--- config.mk ---
export PLATFORM = sky130hd
export DESIGN_NAME = seg7_hex_writer
export DESIGN_NICKNAME = d
export VERILOG_FILES = /design/src/rtl/seg7_hex_writer.sv
export SDC_FILE = /design/constraint.sdc
export NUM_CORES = 1
export LEC_CHECK = 0
export CORE_AREA = 3 3 102 104
export DETAILED_ROUTE_END_ITERATION = 12
export DIE_AREA = 0 0 105 107
export PLACE_DENSITY = 0.76
export SLEW_MARGIN = 10
export SYNTH_ARGS = -nofsm -noshare
export SYNTH_HDL_FRONTEND = slang
export SYNTH_SLANG_ARGS = --single-unit
--- constraint.sdc ---
create_clock -name sys_clk -period 6 [get_ports sys_clk]
set_input_delay 1.2 -clock sys_clk [delete_from_list [all_inputs] [get_ports sys_clk]]
set_output_delay 1.2 -clock sys_clk [all_outputs]
set_load 0.02 [all_outputs]
--- src/rtl/seg7_hex_writer.sv ---
// seg7_hex_writer: converts a captured 32-bit value into eight hex glyphs
// and writes them one by one into the 7-segment driver's character buffer.
// Strobes and status outputs are registered from the current state, so they
// trail the FSM by one cycle; clear_buffer is registered from the next state
// so it lines up exactly with the CLEAR cycle.
module seg7_hex_writer #(
  parameter int COMMIT_CYC = 2,
  parameter int GAP_CYC    = 2
) (
  input  logic        sys_clk,
  input  logic        sys_rst,
  input  logic        load,
  input  logic        clear,
  input  logic [31:0] value,
  input  logic [7:0]  brightness,
  input  logic [7:0]  dp_mask,
  input  logic        blank_lz,
  output logic [7:0]  SEGMENTS_2_LIGHT,
  output logic [2:0]  CHAR_SELECTED,
  output logic [7:0]  CHAR_BRIGHTNESS,
  output logic        commit_char,
  output logic        clear_buffer,
  output logic        busy,
  output logic        done
);

  typedef enum logic [2:0] {
    S_IDLE, S_CLEAR, S_SETUP, S_COMMIT, S_GAP, S_DONE
  } state_t;

  localparam logic [15:0] COMMIT_LAST = 16'(COMMIT_CYC - 1);
  localparam logic [15:0] GAP_LAST    = 16'(GAP_CYC - 1);

  state_t      state, state_nxt;
  logic [15:0] cnt;
  logic [2:0]  digit;
  logic        load_pend;
  logic [31:0] cap_value;
  logic [7:0]  cap_bright;
  logic [7:0]  cap_dp;
  logic        cap_blank;
  logic [7:0]  upper_zero;
  logic [3:0]  nib;
  logic [7:0]  seg_nxt;

  function automatic logic [6:0] hex7(input logic [3:0] n);
    case (n)
      4'h0: hex7 = 7'h3F;  4'h1: hex7 = 7'h06;
      4'h2: hex7 = 7'h5B;  4'h3: hex7 = 7'h4F;
      4'h4: hex7 = 7'h66;  4'h5: hex7 = 7'h6D;
      4'h6: hex7 = 7'h7D;  4'h7: hex7 = 7'h07;
      4'h8: hex7 = 7'h7F;  4'h9: hex7 = 7'h6F;
      4'hA: hex7 = 7'h77;  4'hB: hex7 = 7'h7C;
      4'hC: hex7 = 7'h39;  4'hD: hex7 = 7'h5E;
      4'hE: hex7 = 7'h79;  default: hex7 = 7'h71;
    endcase
  endfunction

  // Next-state logic; load/clear only matter in IDLE
  always_comb begin
    state_nxt = state;
    case (state)
      S_IDLE: begin
        if (clear)     state_nxt = S_CLEAR;
        else if (load) state_nxt = S_SETUP;
      end
      S_CLEAR:  state_nxt = load_pend ? S_SETUP : S_IDLE;
      S_SETUP:  state_nxt = S_COMMIT;
      S_COMMIT: if (cnt == COMMIT_LAST) state_nxt = S_GAP;
      S_GAP: begin
        if (cnt == GAP_LAST) state_nxt = (digit == 3'd7) ? S_DONE : S_SETUP;
      end
      S_DONE:   state_nxt = S_IDLE;
      default:  state_nxt = S_IDLE;
    endcase
  end

  // Glyph for the current digit; a digit is a leading zero when every
  // nibble from it upward is zero, digit 0 always shows
  always_comb begin
    for (int i = 0; i < 8; i++)
      upper_zero[i] = ((cap_value >> (4 * i)) == 32'd0);
    nib     = cap_value[{digit, 2'b00} +: 4];
    seg_nxt = {cap_dp[digit], hex7(nib)};
    if (cap_blank && digit != 3'd0 && upper_zero[digit])
      seg_nxt[6:0] = 7'h00;
  end

  // State, dwell counter, digit index and attribute capture
  always_ff @(posedge sys_clk) begin
    if (sys_rst) begin
      state      <= S_IDLE;
      cnt        <= '0;
      digit      <= '0;
      load_pend  <= 1'b0;
      cap_value  <= '0;
      cap_bright <= '0;
      cap_dp     <= '0;
      cap_blank  <= 1'b0;
    end else begin
      state <= state_nxt;
      cnt   <= (state_nxt != state) ? 16'd0 : cnt + 16'd1;
      if (state == S_IDLE) begin
        digit     <= '0;
        load_pend <= load;
        if (load) begin
          cap_value  <= value;
          cap_bright <= brightness;
          cap_dp     <= dp_mask;
          cap_blank  <= blank_lz;
        end
      end else if (state == S_GAP && state_nxt == S_SETUP) begin
        digit <= digit + 3'd1;
      end
    end
  end

  // Registered driver-facing outputs
  always_ff @(posedge sys_clk) begin
    if (sys_rst) begin
      SEGMENTS_2_LIGHT <= '0;
      CHAR_SELECTED    <= '0;
      CHAR_BRIGHTNESS  <= '0;
      commit_char      <= 1'b0;
      clear_buffer     <= 1'b0;
      busy             <= 1'b0;
      done             <= 1'b0;
    end else begin
      if (state == S_SETUP) begin
        SEGMENTS_2_LIGHT <= seg_nxt;
        CHAR_SELECTED    <= digit;
        CHAR_BRIGHTNESS  <= cap_bright;
      end
      commit_char  <= (state == S_COMMIT);
      clear_buffer <= (state_nxt == S_CLEAR);
      busy         <= (state != S_IDLE) && (state != S_DONE);
      done         <= (state == S_DONE);
    end
  end

endmodule
==> out/qor.yml <==
clock_tree:
  postCtsHoldBufs: 0
  cts_buffer_depth: 2
  numCtsBuffers: 9
  clk_latency_ps: 370
  path_clk_slew_ps: 100
  htreeDepth: 3
  root_buffer: "clkbuf_8"
  post_cts_resized: 0
  cts_tree: "done"
  clock_sinks: 95
  postCtsSetupBuffers: 0
timing:
  worst_hold_slack_ps: 458
  rsz0062_at_grt: "no"
  slew_violations: 0
  fin_setup_tns_ps: 0
  fin_crit_ps: 2780
  setup_violations: 0
  max_freq_mhz: 360
  hold_violations: 0
  fin_ws_ps: 3220
  period_share_pct: 46.3
  skew_ps: 16.2
  slew_headroom_pct: 32.0
  worstMarginPinSlew_ps: 1020
floorplan:
  initial_core_util_pct: 44.1
  die_height_um: 107
  design.core.area_sq_um: 9640
  io_pins: 76
  dieArea_sq_um: 11200
  die_x_um: 105
  num_rows: 36
worst_setup_path:
  crit_chain: "mux4_2 -> mux2i_2 -> inv_1 -> ha_1 -> a211oi_1 -> a21oi_1 -> a22oi_1 -> nor2_1"
  cp-end-kind: "flop"
  crit_required_ps: 6240
  cp.buffers_inverters: 1
  setup.worst_path.start: "digit[0]"
  cp.arrival_ps: 3020
  ff2ff_setup_slack_ps: 3220
  regToRegStartpoint: "digit[0]"
  r2r_end: "SEGMENTS_2_LIGHT[4]"
  path_class: "reg -> reg"
  critPathMaxStageDelay_ps: 930
  cp_top_family: "multiplexers"
  crit_slowest_cell: "dfxtp_1"
  ff2ff_path_depth: 8
  startpoint_type: "flop"
  path_max_fanout: 17
synth:
  synth_area_sq_um: 4250
  ys_types: 51
  syn_avg_cell_area_sq_um: 8.31
  synthFlopType: "dfxtp_1"
  postSynth.asyncResetShare_pct: 0
  synth_top_area_share_pct: 44.7
  synth-edff-count: 0
  synth-seq-cells: 95
  yosysSeqAreaShare_pct: 44.7
  netlist_instances: 512
  synthTopCellsByArea: "dfxtp_1 (45%), nand2_1 (12%), a21oi_1 (8.2%)"
  synth_area_leader_cell: "dfxtp_1"
  ys_warn_count: 0
  postSynthNetCount: 575
worst_hold_path:
  min_path_cells: 2
  hold_class: "reg -> reg"
  min-delay-start: "cap_dp[6]"
  min_to: "cap_dp[6]"
status:
  status: "completed"
global_route:
  first_global_vias: 3380
  grt-ovfl-total: 0
  grt_pass1_wl_um: 16200
  grt_max_degree: 51
  antenna_found_initial: 0
  grtUsageTotal_pct: 17.4
placed_design:
  hpwlAfterDp_um: 6920
  place_inst: 690
  post-place-ws_ps: 3100
  io_buffers: 75
  place_congestion: 0.815
layout:
  instances_no_fill: 706
  drive_above_1_share_pct: 7.16
  final-seq-area_sq_um: 1900
  multiInputGateArea_sq_um: 2170
  area_delta_synth_final_pct: 23.2
  final_common_cell: "nand2_1"
  final_nets: 631
  num-fill-cells: 918
  antenna_cells: 0
  mostFrequentLayoutCells: "nand2_1 (140), dfxtp_1 (95), clkdlybuf4s50_1 (74)"
drt:
  drc: 0
  drtIter0Drc: 123
  routed_wl_um: 9640
  first_pass_iters: 5
  postRouteAntennaNets: 0
  wire_per_inst_um: 13.7
  vias: 3653
  vias_per_cell: 5.17
power_and_ir_drop:
  worst_ir_drop_vdd_mv: 0.131
  finalPower_uw: 1320
  leakage_uw: 0.00184
  power_density_nw_per_um2: 253
job:
  maxCapViolCount: 0
## stage by stage
step	utilization, %	instance area [sq um]
6_report	54.3	5240
5_1_grt	54.3	5240
4_1_cts	54.3	5240
3_5_place_dp	52.3	5040
3_3_place_gp	52.3	5040
2_1_floorplan	-	4250
## worst max path at each step
| stage | to | slack (ps) | cells past startpoint |
|---|---|---|---|
| finish | SEGMENTS_2_LIGHT[4] | 3220 | 8 |
| global route | SEGMENTS_2_LIGHT[4] | 2950 | 8 |
| CTS | SEGMENTS_2_LIGHT[4] | 3200 | 8 |
| detailed placement | cnt[2] | 3100 | 7 |
| global placement | cnt[6] | 3170 | 7 |
| floorplan | SEGMENTS_2_LIGHT[1] | 3710 | 10 |
## worst min-delay path, cell delays in order (launching register included)
cell,delay [ps]
dfxtp_1,320
nand2_1,50
a21oi_1,50
## report_power, final
group	internal [uW]	switching (uW)
registers	667	29.1
logic	102	116
clock network	164	244
total	934	389
## layer usage
layer / vias up / routed length [um] / global-route usage, %
met2: 99 / 4610 / 27.8
met1: 1686 / 4360 / 23.9
li1: 1850 / - / -
met3: 18 / 495 / 2.89
met4: 0 / 179 / 6.47
met5: - / 0 / 0
## synth_stat cells (2+ instances only)
| cell type | instances |
|---|---|
| o22ai_1 | 2 |
| nor4b_1 | 2 |
| nor4_1 | 8 |
| mux2i_2 | 2 |
| nor2b_1 | 3 |
| o21ai_1 | 2 |
| o21ai_0 | 5 |
| buf_2 | 3 |
| a31oi_1 | 2 |
| inv_1 | 9 |
| ha_1 | 10 |
| xor2_1 | 6 |
| a211oi_1 | 3 |
| a22oi_1 | 4 |
| o21a_1 | 3 |
| buf_6 | 2 |
| mux2i_1 | 4 |
| or2_2 | 2 |
| nor2_1 | 38 |
| nand2b_1 | 3 |
| or4_1 | 2 |
| a21oi_1 | 70 |
| nor3_1 | 9 |
| o211ai_1 | 4 |
| buf_1 | 3 |
| mux4_2 | 10 |
| and3_1 | 7 |
| nand4_1 | 2 |
| clkbuf_1 | 24 |
| dfxtp_1 | 95 |
| nand3_1 | 4 |
| and2_1 | 3 |
| xnor2_1 | 9 |
| nand2_1 | 140 |
## kinds of logic (layout without fill, tap and decap cells)
family	count (synthesis)	count (layout)	synth area share, %
buffers and inverters	42	103	4.24
adder cells (fa/ha/maj)	10	10	2.94
AND/OR/NAND/NOR	228	228	23.0
XOR/XNOR	15	15	3.09
multiplexers	19	19	8.03
AO/OA/AOI/OAI	103	103	13.9
flip-flops	95	95	44.7
## flip-flops by register name (all words and copies together), names as in the netlist, 3 cells and up
| register | cells |
|---|---|
| cap_dp | 8 |
| CHAR_SELECTED | 3 |
| state | 3 |
| cap_value | 32 |
| cap_bright | 8 |
| cnt | 16 |
| digit | 3 |
| CHAR_BRIGHTNESS | 8 |
| SEGMENTS_2_LIGHT | 8 |
## cell type report
class	count	area share [%]
Timing Repair Buffer	78	14.7
Multi-Input combinational cell	375	41.4
Tap cell	133	3.18
Clock inverter	7	1.41
Clock buffer	9	2.36
Sequential cell	95	36.3
Inverter	9	0.645
Power figures use the tool's default switching activity.
